File: config.mk
export PLATFORM = sky130hd
export DESIGN_NAME = bs_search_engine
export DESIGN_NICKNAME = d
export VERILOG_FILES = /design/src/rtl/bs_search_engine.sv
export SDC_FILE = /design/constraint.sdc
export NUM_CORES = 1
export LEC_CHECK = 0
export CORE_ASPECT_RATIO = 2
export CORE_MARGIN = 2
export CORE_UTILIZATION = 45
export CTS_CLUSTER_DIAMETER = 50
export CTS_CLUSTER_SIZE = 12
export DETAILED_ROUTE_END_ITERATION = 7
export PLACE_DENSITY = 0.74
export SLEW_MARGIN = 10
export SYNTH_ARGS = -nofsm -noshare
export SYNTH_HDL_FRONTEND = slang
export SYNTH_SLANG_ARGS = --single-unit
File: constraint.sdc
create_clock -name clk -period 5.2 [get_ports clk]
set_input_delay 1.56 -clock clk [delete_from_list [all_inputs] [get_ports clk]]
set_output_delay 1.56 -clock clk [all_outputs]
set_load 0.02 [all_outputs]
File: src/rtl/bs_search_engine.sv
// Binary-search engine over an external sorted synchronous ROM.
// Controller FSM plus lo/hi/mid datapath; reports match, location and probe count.
module bs_search_engine #(
    parameter int DATA_W     = 8,
    parameter int ADDR_W     = 5,
    parameter int DESCENDING = 0
) (
    input  logic              clk,
    input  logic              reset,
    input  logic              start,
    input  logic [DATA_W-1:0] target,
    output logic [ADDR_W-1:0] rom_addr,
    input  logic [DATA_W-1:0] rom_data,
    output logic              busy,
    output logic              done,
    output logic              found,
    output logic [ADDR_W-1:0] loc,
    output logic [ADDR_W:0]   probes
);
    localparam int PW = ADDR_W + 1;
    localparam logic [PW-1:0] LAST = PW'((1 << ADDR_W) - 1);
    localparam logic [PW-1:0] ONE  = PW'(1);

    typedef enum logic [2:0] {
        S_IDLE, S_ADDR, S_WAIT, S_CMP, S_DONE
    } state_t;

    state_t            state_q, state_d;
    logic [DATA_W-1:0] tgt_q, tgt_d;
    logic [PW-1:0]     lo_q, lo_d;
    logic [PW-1:0]     hi_q, hi_d;
    logic [PW-1:0]     probes_q, probes_d;
    logic [ADDR_W-1:0] addr_q, addr_d;
    logic [ADDR_W-1:0] loc_q, loc_d;
    logic              found_q, found_d;

    logic [PW-1:0] sum;
    logic [PW-1:0] mid;
    logic          eq, lt, go_up, up_end, dn_end, accept;

    assign sum    = lo_q + hi_q;
    assign mid    = sum >> 1;
    assign eq     = (rom_data == tgt_q);
    assign lt     = (rom_data < tgt_q);
    assign go_up  = (DESCENDING != 0) ? (!lt && !eq) : lt;
    // End-of-range tests stop lo/hi before they could wrap.
    assign up_end = (mid == LAST) || ((mid + ONE) > hi_q);
    assign dn_end = (mid == '0) || ((mid - ONE) < lo_q);
    assign accept = start && (state_q == S_IDLE || state_q == S_DONE);

    always_ff @(posedge clk) begin
        if (!reset) begin
            state_q  <= S_IDLE;
            tgt_q    <= '0;
            lo_q     <= '0;
            hi_q     <= '0;
            probes_q <= '0;
            addr_q   <= '0;
            loc_q    <= '0;
            found_q  <= 1'b0;
        end else begin
            state_q  <= state_d;
            tgt_q    <= tgt_d;
            lo_q     <= lo_d;
            hi_q     <= hi_d;
            probes_q <= probes_d;
            addr_q   <= addr_d;
            loc_q    <= loc_d;
            found_q  <= found_d;
        end
    end

    always_comb begin
        state_d = state_q;
        unique case (state_q)
            S_IDLE, S_DONE: if (start) state_d = S_ADDR;
            S_ADDR: state_d = S_WAIT;
            S_WAIT: state_d = S_CMP;
            S_CMP: begin
                if (eq)
                    state_d = S_DONE;
                else if (go_up)
                    state_d = up_end ? S_DONE : S_ADDR;
                else
                    state_d = dn_end ? S_DONE : S_ADDR;
            end
            default: state_d = S_IDLE;
        endcase
    end

    always_comb begin
        tgt_d    = tgt_q;
        lo_d     = lo_q;
        hi_d     = hi_q;
        probes_d = probes_q;
        addr_d   = addr_q;
        loc_d    = loc_q;
        found_d  = found_q;
        if (accept) begin
            tgt_d    = target;
            lo_d     = '0;
            hi_d     = LAST;
            probes_d = '0;
            loc_d    = '0;
            found_d  = 1'b0;
        end
        if (state_q == S_ADDR)
            addr_d = mid[ADDR_W-1:0];
        if (state_q == S_CMP) begin
            probes_d = probes_q + ONE;
            if (eq) begin
                found_d = 1'b1;
                loc_d   = mid[ADDR_W-1:0];
            end else if (go_up && !up_end) begin
                lo_d = mid + ONE;
            end else if (!go_up && !dn_end) begin
                hi_d = mid - ONE;
            end
        end
    end

    always_comb begin
        busy = (state_q == S_ADDR) || (state_q == S_WAIT) || (state_q == S_CMP);
        done = (state_q == S_DONE);
    end

    assign rom_addr = addr_q;
    assign found    = found_q;
    assign loc      = loc_q;
    assign probes   = probes_q;

endmodule

=== After elaboration in Yosys (flattened, before gate mapping) ===
Index checks and enable logic that the tools add are counted.

* Magnitude comparators: 3
* Add/subtract/negate cells: 4
* Reductions and logical operators: 15
* Equal/unequal tests: 7
* Muxes and demuxes: 23

{| class="wikitable"
|+ Operators by type and width
! operator !! count
|-
| 2-to-1 mux 6 bit || 11
|-
| 2-to-1 mux 3 bit || 5
|-
| 2-to-1 mux 5 bit || 3
|-
| one-hot mux 3 bit (4 select lines) || 1
|-
| equality test 8 bit || 1
|-
| < comparator 8 bit || 1
|-
| adder 5 x 1 -> 6 bit, second input constant || 1
|-
| adder 6 x 1 -> 6 bit, second input constant || 1
|-
| adder 6 bit || 1
|-
| equality test 3 x 2 -> 1 bit, second input constant || 2
|-
| > comparator 6 bit || 1
|-
| zero test 6 bit || 1
|-
| < comparator 6 bit || 1
|-
| subtractor 5 x 1 -> 6 bit, second input constant || 1
|-
| equality test 5 bit, second input constant || 1
|-
| logical OR 1 bit || 5
|-
| equality test 3 x 1 -> 1 bit, second input constant || 1
|-
| equality test 3 bit, second input constant || 1
|-
| logical AND 1 bit || 3
|-
| zero test 1 bit || 3
|-
| zero test 3 bit || 1
|-
| 2-to-1 mux 1 bit || 3
|-
| inequality test 2 bit, second input constant || 1
|-
| nonzero test 2 bit || 1
|-
| OR reduction 2 bit || 1
|}

* Register bits after elaboration: 40
* Input port bits: 19

=== Longest topological paths before layout ===
* Depth in word-level cells: 10
* Depth in mapped cells: 15
* Depth with buffers taken out: 14

=== Worst setup path after synthesis ===
No wires, ideal clock.

* Path type: reg-to-reg
* Start point: reg lo_q[1]
* End point: reg lo_q[1]
* Clock period less this slack: 3.443 ns
* Path buffers: 1
* Setup time: 0.071 ns
* Stages on the path, launching flop included: 16
* Data required time: 5.129 ns
* Data arrival time: 3.373 ns
* Slack: 1.757 ns
* Cells stage by stage: dfxtp_1 -> inv_1 -> fa_1 -> nand2b_1 -> a21oi_1 -> xor2_1 -> and3_1 -> ha_1 -> ha_1 -> nand4_1 -> o21bai_1 -> a31oi_1 -> nor4_1 -> buf_2 -> or3_1 -> a21oi_1

* Longest elaborated chain between the ends: 9
* Elaborated cells between the ends (all ways): 11
* Classes of those cells: add/sub (2); order compare (1); eq/ne (1); mux (4); reduce/logical (3)

{| class="wikitable"
|+ Ends and longest elaborated chain
! what !! RTL line !! source
|-
| start, declared || 30 || <nowiki>logic [PW-1:0] lo_q, lo_d;</nowiki>
|-
| start signal, assigned || 64 || <nowiki>lo_q <= lo_d;</nowiki>
|-
| adder 6 bit || 41 || <nowiki>assign sum = lo_q + hi_q;</nowiki>
|-
| adder 5 x 1 -> 6 bit || 47, 115 ||
|-
| > comparator 6 bit || 47 || <nowiki>assign up_end = (mid == LAST) || ((mid + ONE) > hi_q);</nowiki>
|-
| logical OR 1 bit || 47 ||
|-
| zero test 1 bit || 114 || <nowiki>end else if (go_up && !up_end) begin</nowiki>
|-
| logical AND 1 bit || 114 ||
|-
| 2-to-1 mux 6 bit || 114 ||
|-
| 2-to-1 mux 6 bit || 111 || <nowiki>if (eq) begin</nowiki>
|-
| 2-to-1 mux 6 bit (*) || 109 || <nowiki>if (state_q == S_CMP) begin</nowiki>
|}

Every way passes the cells marked *; elsewhere a longest branch is shown, timed or not.
A chain may end at the register's enable or synchronous reset.

=== Worst setup path after layout ===
* Start point: reg lo_q[1]
* End point: reg hi_q[4]

* Longest elaborated chain between the ends: 10
* Elaborated cells between the ends (all ways): 17
* Classes of those cells: add/sub (3); order compare (2); eq/ne (1); mux (4); reduce/logical (7)

{| class="wikitable"
|+ Ends and longest elaborated chain
! what !! RTL line !! source
|-
| adder 6 bit || 41 ||
|-
| subtractor 5 x 1 -> 6 bit || 48, 117 ||
|-
| < comparator 6 bit || 48 || <nowiki>assign dn_end = (mid == '0) || ((mid - ONE) < lo_q);</nowiki>
|-
| logical OR 1 bit || 48 ||
|-
| zero test 1 bit || 116 || <nowiki>end else if (!go_up && !dn_end) begin</nowiki>
|-
| logical AND 1 bit || 116 ||
|-
| 2-to-1 mux 6 bit || 116 ||
|-
| 2-to-1 mux 6 bit (*) || 114 ||
|-
| 2-to-1 mux 6 bit (*) || 111 ||
|-
| 2-to-1 mux 6 bit (*) || 109 ||
|-
| end signal, assigned || 65 || <nowiki>hi_q <= hi_d;</nowiki>
|-
| end, declared || 31 || <nowiki>logic [PW-1:0] hi_q, hi_d;</nowiki>
|}

Marked as above.

==> flow_summary.html <==
<table>
<tr><th>Metric</th><th>Value</th></tr>
<tr><th colspan="2">Critical path</th></tr>
<tr><td>Largest fanout of any net on the critical path</td><td>5</td></tr>
<tr><td>Max stage delay on crit path</td><td>0.61 ns</td></tr>
<tr><td>Crit path kind</td><td>reg2reg</td></tr>
<tr><td>Data required time of the critical path</td><td>5.37 ns</td></tr>
<tr><td>Element type at the critical path end</td><td>register</td></tr>
<tr><td>CP max stage cell</td><td>nor2b_1</td></tr>
<tr><td>Top Family by Delay on Critical Path</td><td>compound AO/OA/AOI/OAI gates</td></tr>
<tr><td>Arrival time of data at the critical path endpoint</td><td>4.15 ns</td></tr>
<tr><td>Critical path launch point type</td><td>register</td></tr>
<tr><td>Cell-by-cell trace of the critical path</td><td>inv_1, fa_1, nand2b_1, a21oi_1, xnor2_1, nand3_1, xnor2_1, ha_1, o21a_1, o21a_1, a311oi_1, a211oi_1, nor2b_1, o21ai_0</td></tr>
<tr><td>Buffer and inverter count on the worst path</td><td>1</td></tr>
<tr><th colspan="2">Drt</th></tr>
<tr><td>Count of nets left with antenna violations after detail routing</td><td>0</td></tr>
<tr><td>Length of the first detailed-routing pass in iterations</td><td>4</td></tr>
<tr><td>DRT Wirelength</td><td>6.282 mm</td></tr>
<tr><td>Number of vias in the routed layout</td><td>2302</td></tr>
<tr><td>Number of DRC violations after detailed routing</td><td>0</td></tr>
<tr><td>DRT iter0 DRCs</td><td>47</td></tr>
<tr><td>Average wire length per cell after detail routing</td><td>15.63 um</td></tr>
<tr><td>Via density per instance</td><td>5.726</td></tr>
<tr><th colspan="2">Placement</th></tr>
<tr><td>Placed Instances</td><td>394</td></tr>
<tr><td>Count of buffers from port buffering</td><td>37</td></tr>
<tr><td>Post-place setup slack</td><td>1.181 ns</td></tr>
<tr><td>GPL Wtd Cong</td><td>0.9207</td></tr>
<tr><td>Half-perimeter wire length after detailed placement</td><td>4.824 mm</td></tr>
<tr><th colspan="2">Yosys</th></tr>
<tr><td>Prevailing post-synth register cell</td><td>dfxtp_1</td></tr>
<tr><td>Share of synthesized registers carrying an async set or reset</td><td>0%</td></tr>
<tr><td>Post-synth EDFFs</td><td>0</td></tr>
<tr><td>Post-synthesis register bit count</td><td>40</td></tr>
<tr><td>Count of cell types in the netlist</td><td>51</td></tr>
<tr><td>Synthesized area divided by synthesized cell count</td><td>8.129 um^2</td></tr>
<tr><td>Post-synthesis cell count</td><td>306</td></tr>
<tr><td>Synthesized net count</td><td>353</td></tr>
<tr><td>Mapped Area</td><td>0.002487 mm^2</td></tr>
<tr><td>Fraction of the yosys area taken by sequential cells</td><td>32.19%</td></tr>
<tr><td>Count of synthesis-stage warnings from yosys</td><td>0</td></tr>
<tr><th colspan="2">GRT</th></tr>
<tr><td>GR Util met3</td><td>3.440%</td></tr>
<tr><td>Met2 Usage GRT</td><td>39.95%</td></tr>
<tr><td>GRT Max-Usage Layer</td><td>met2</td></tr>
<tr><td>Routing usage on met1</td><td>19.62%</td></tr>
<tr><td>Total global routing track utilization</td><td>21.08%</td></tr>
<tr><td>Via count of the first global-routing pass</td><td>2212</td></tr>
<tr><td>Number of antenna violations at the first check in global routing</td><td>0</td></tr>
<tr><td>Pin count of the biggest net entering global routing</td><td>33</td></tr>
<tr><td>Grt ovf</td><td>0</td></tr>
<tr><td>First-pass GRT wire length</td><td>9.832 mm</td></tr>
<tr><th colspan="2">Clock tree</th></tr>
<tr><td>Level count of the clock H-tree</td><td>2</td></tr>
<tr><td>Buffers inserted during post-CTS setup optimization</td><td>0</td></tr>
<tr><td>CTS tree</td><td>built</td></tr>
<tr><td>Clk root buf</td><td>clkbuf_8</td></tr>
<tr><td>Insertion delay of the later-clocked pin in the worst-skew pair</td><td>0.31 ns</td></tr>
<tr><td>Count of cells resized by post-cts repair</td><td>0</td></tr>
<tr><td>Longest Clk Path Bufs</td><td>2</td></tr>
<tr><td>Register clock-pin slew on the reported worst setup and hold paths</td><td>0.08 ns</td></tr>
<tr><td>Total clock sinks</td><td>40</td></tr>
<tr><td>Number of hold buffers added after CTS</td><td>0</td></tr>
<tr><td>Number of clock buffers inserted by TritonCTS</td><td>5</td></tr>
<tr><th colspan="2">Die</th></tr>
<tr><td>Initial Utilization</td><td>46.30%</td></tr>
<tr><td>Vert. Die Dim</td><td>109.1 um</td></tr>
<tr><td>Std-Cell Rows</td><td>38</td></tr>
<tr><td>Die outline area</td><td>0.006174 mm^2</td></tr>
<tr><td>Core region area</td><td>0.005373 mm^2</td></tr>
<tr><td>Die Width</td><td>56.57 um</td></tr>
<tr><td>Number of primary I/O pins</td><td>38</td></tr>
<tr><th colspan="2">Finish</th></tr>
<tr><td>Share of cells above drive strength 1</td><td>6.140%</td></tr>
<tr><td>Register cell area after layout</td><td>800.8 um^2</td></tr>
<tr><td>N_diodes</td><td>0</td></tr>
<tr><td>Net count reported at finish</td><td>388</td></tr>
<tr><td>Final core area utilization</td><td>55.52%</td></tr>
<tr><td>P&amp;R area growth vs syn</td><td>19.92%</td></tr>
<tr><td>Non-filler cells in the finished layout</td><td>402</td></tr>
<tr><td>Area taken by multi-input logic gates</td><td>0.001544 mm^2</td></tr>
<tr><td>FILL cells</td><td>513</td></tr>
<tr><th colspan="2">Run</th></tr>
<tr><td>MaxCap Viol Count</td><td>0</td></tr>
<tr><th colspan="2">Timing</th></tr>
<tr><td>Period utilisation layout</td><td>76.39%</td></tr>
<tr><td>Final-report max-slew violation count</td><td>0</td></tr>
<tr><td>Clock period minus worst slack</td><td>3.972 ns</td></tr>
<tr><td>Number of hold violations in the final report</td><td>0</td></tr>
<tr><td>Max_slew headroom</td><td>52.26%</td></tr>
<tr><td>Unrepaired setup endpoints after global routing</td><td>false</td></tr>
<tr><td>Max frequency</td><td>0.2517 GHz</td></tr>
<tr><td>Final worst clock skew</td><td>0.007164 ns</td></tr>
<tr><td>Post-route worst hold slack</td><td>0.4572 ns</td></tr>
<tr><td>Worst path setup slack after routing</td><td>1.228 ns</td></tr>
<tr><td>Measured slew at the worst slew-check pin</td><td>0.7161 ns</td></tr>
<tr><td>Total Neg Setup Slack</td><td>0 ns</td></tr>
<tr><td>Final setup violation count</td><td>0</td></tr>
<tr><th colspan="2">Power</th></tr>
<tr><td>Leakage power of the design</td><td>1.135 nW</td></tr>
<tr><td>Combinational cell fraction of total power</td><td>48.7%</td></tr>
<tr><td>Highest ir drop seen on vdd</td><td>0.0002879 V</td></tr>
<tr><td>Clock network power share</td><td>18.3%</td></tr>
<tr><td>Sequential group share of total power</td><td>33.1%</td></tr>
<tr><td>Power dissipated by switching net loads</td><td>0.4877 mW</td></tr>
<tr><td>Internal Dissipation</td><td>0.6766 mW</td></tr>
<tr><td>PwrDens</td><td>390.3 mW/mm^2</td></tr>
<tr><td>Switching fraction of total power</td><td>41.89%</td></tr>
<tr><th colspan="2">Outcome</th></tr>
<tr><td>Outcome</td><td>finished, final reports clean</td></tr>
<tr><th colspan="2">Hold path</th></tr>
<tr><td>Class of the tightest hold or removal check</td><td>reg2reg</td></tr>
</table>
-- synth_stat cells, types with 2 or more instances --
master | n | area, um^2
dfxtp_1 | 40 | 800.8
nand2_1 | 33 | 123.9
a21oi_1 | 28 | 140.1
nor2_1 | 28 | 105.1
ha_1 | 27 | 337.8
inv_1 | 23 | 86.33
nand3_1 | 13 | 65.06
o21ai_0 | 11 | 55.05
xnor2_1 | 8 | 70.07
clkbuf_1 | 7 | 26.28
mux2i_1 | 6 | 60.06
nand4_1 | 6 | 37.54
nor3_1 | 6 | 30.03
or3_1 | 6 | 37.54
a211oi_1 | 5 | 37.54
a31oi_1 | 4 | 25.02
and2_1 | 4 | 25.02
nor2b_1 | 4 | 25.02
buf_2 | 3 | 15.01
o21a_1 | 3 | 22.52
or2_1 | 3 | 18.77
a21o_1 | 2 | 15.01
a311oi_1 | 2 | 17.52
and3_1 | 2 | 12.51
nand2b_1 | 2 | 12.51
nand3b_1 | 2 | 15.01
o211ai_1 | 2 | 15.01
or2_2 | 2 | 12.51
xor2_1 | 2 | 17.52
-- worst paths after layout --
kind / from / end / slack [ns] / depth (start not counted)
setup / recovery: lo_q[1] / hi_q[4] / 1.23 / 14
hold / removal: tgt_q[7] / tgt_q[7] / 0.46 / 2
setup reg to reg: lo_q[1] / hi_q[4] / 1.23 / 14
hold reg to reg: tgt_q[7] / tgt_q[7] / 0.46 / 2
-- registers in the layout, summed over array words and instances (netlist names) --
register and flops:
found 1, hi_q 6, lo_q 6, loc 5, probes 6, rom_addr 5
state_q 3, tgt_q 8
-- cell type report --
type	instances	area share, %
Timing Repair Buffer	39	12.92
Inverter	24	3.020
Clock buffer	5	2.307
Clock inverter	3	0.6292
Tap cell	60	2.517
Sequential cell	40	26.85
Multi-Input combinational cell	231	51.76
-- logic make-up (layout without fill, tap and decap cells) --
| family | after synthesis | in the layout | share of synthesized area (%) |
|---|---|---|---|
| fa+ha+maj | 28 | 28 | 14.39 |
| xor+xnor | 10 | 10 | 3.521 |
| simple gates | 118 | 118 | 23.64 |
| compound gates | 69 | 69 | 18.11 |
| mux | 6 | 6 | 2.415 |
| flops | 40 | 40 | 32.19 |
| buf+inv | 35 | 71 | 5.734 |
-- worst reg2reg max path: stages, from the launching register on --
cell      delay [ns]
dfxtp_1         0.34
inv_1           0.10
fa_1            0.47
nand2b_1        0.16
a21oi_1         0.23
xnor2_1         0.26
nand3_1         0.25
xnor2_1         0.20
ha_1            0.28
o21a_1          0.12
o21a_1          0.12
a311oi_1        0.08
a211oi_1        0.43
nor2b_1         0.61
o21ai_0         0.19
-- layout by cell type (no fill, tap or decap), types with 8 or more instances in the layout --
master           instances
a21oi_1                 28
clkdlybuf4s50_1         37
dfxtp_1                 40
ha_1                    27
inv_1                   23
nand2_1                 33
nand3_1                 13
nor2_1                  28
o21ai_0                 11
xnor2_1                  8
-- power groups by stage --
stage / clock (mW) / sequential (mW) / combinational (mW)
floorplan: 0 / 0.396 / 0.400
global placement: 0 / 0.391 / 0.552
detailed placement: 0 / 0.392 / 0.566
CTS: 0.216 / 0.385 / 0.570
global route: 0.227 / 0.391 / 0.636
finish: 0.213 / 0.385 / 0.566
-- per-layer routing --
layer / vias up / routed length [um]
met5: - / 0
met4: 0 / 325
met3: 25 / 238
met2: 59 / 3404
met1: 1076 / 2314
li1: 1142 / -
-- stage by stage --
| step | cell area, um^2 | total power, mW |
|---|---|---|
| 2_1_floorplan | 2487 | 0.7962 |
| 3_3_place_gp | 2895 | 0.9434 |
| 3_5_place_dp | 2895 | 0.9586 |
| 4_1_cts | 2983 | 1.171 |
| 5_1_grt | 2983 | 1.254 |
| 6_report | 2983 | 1.164 |
(Power assumes the default switching activity.)
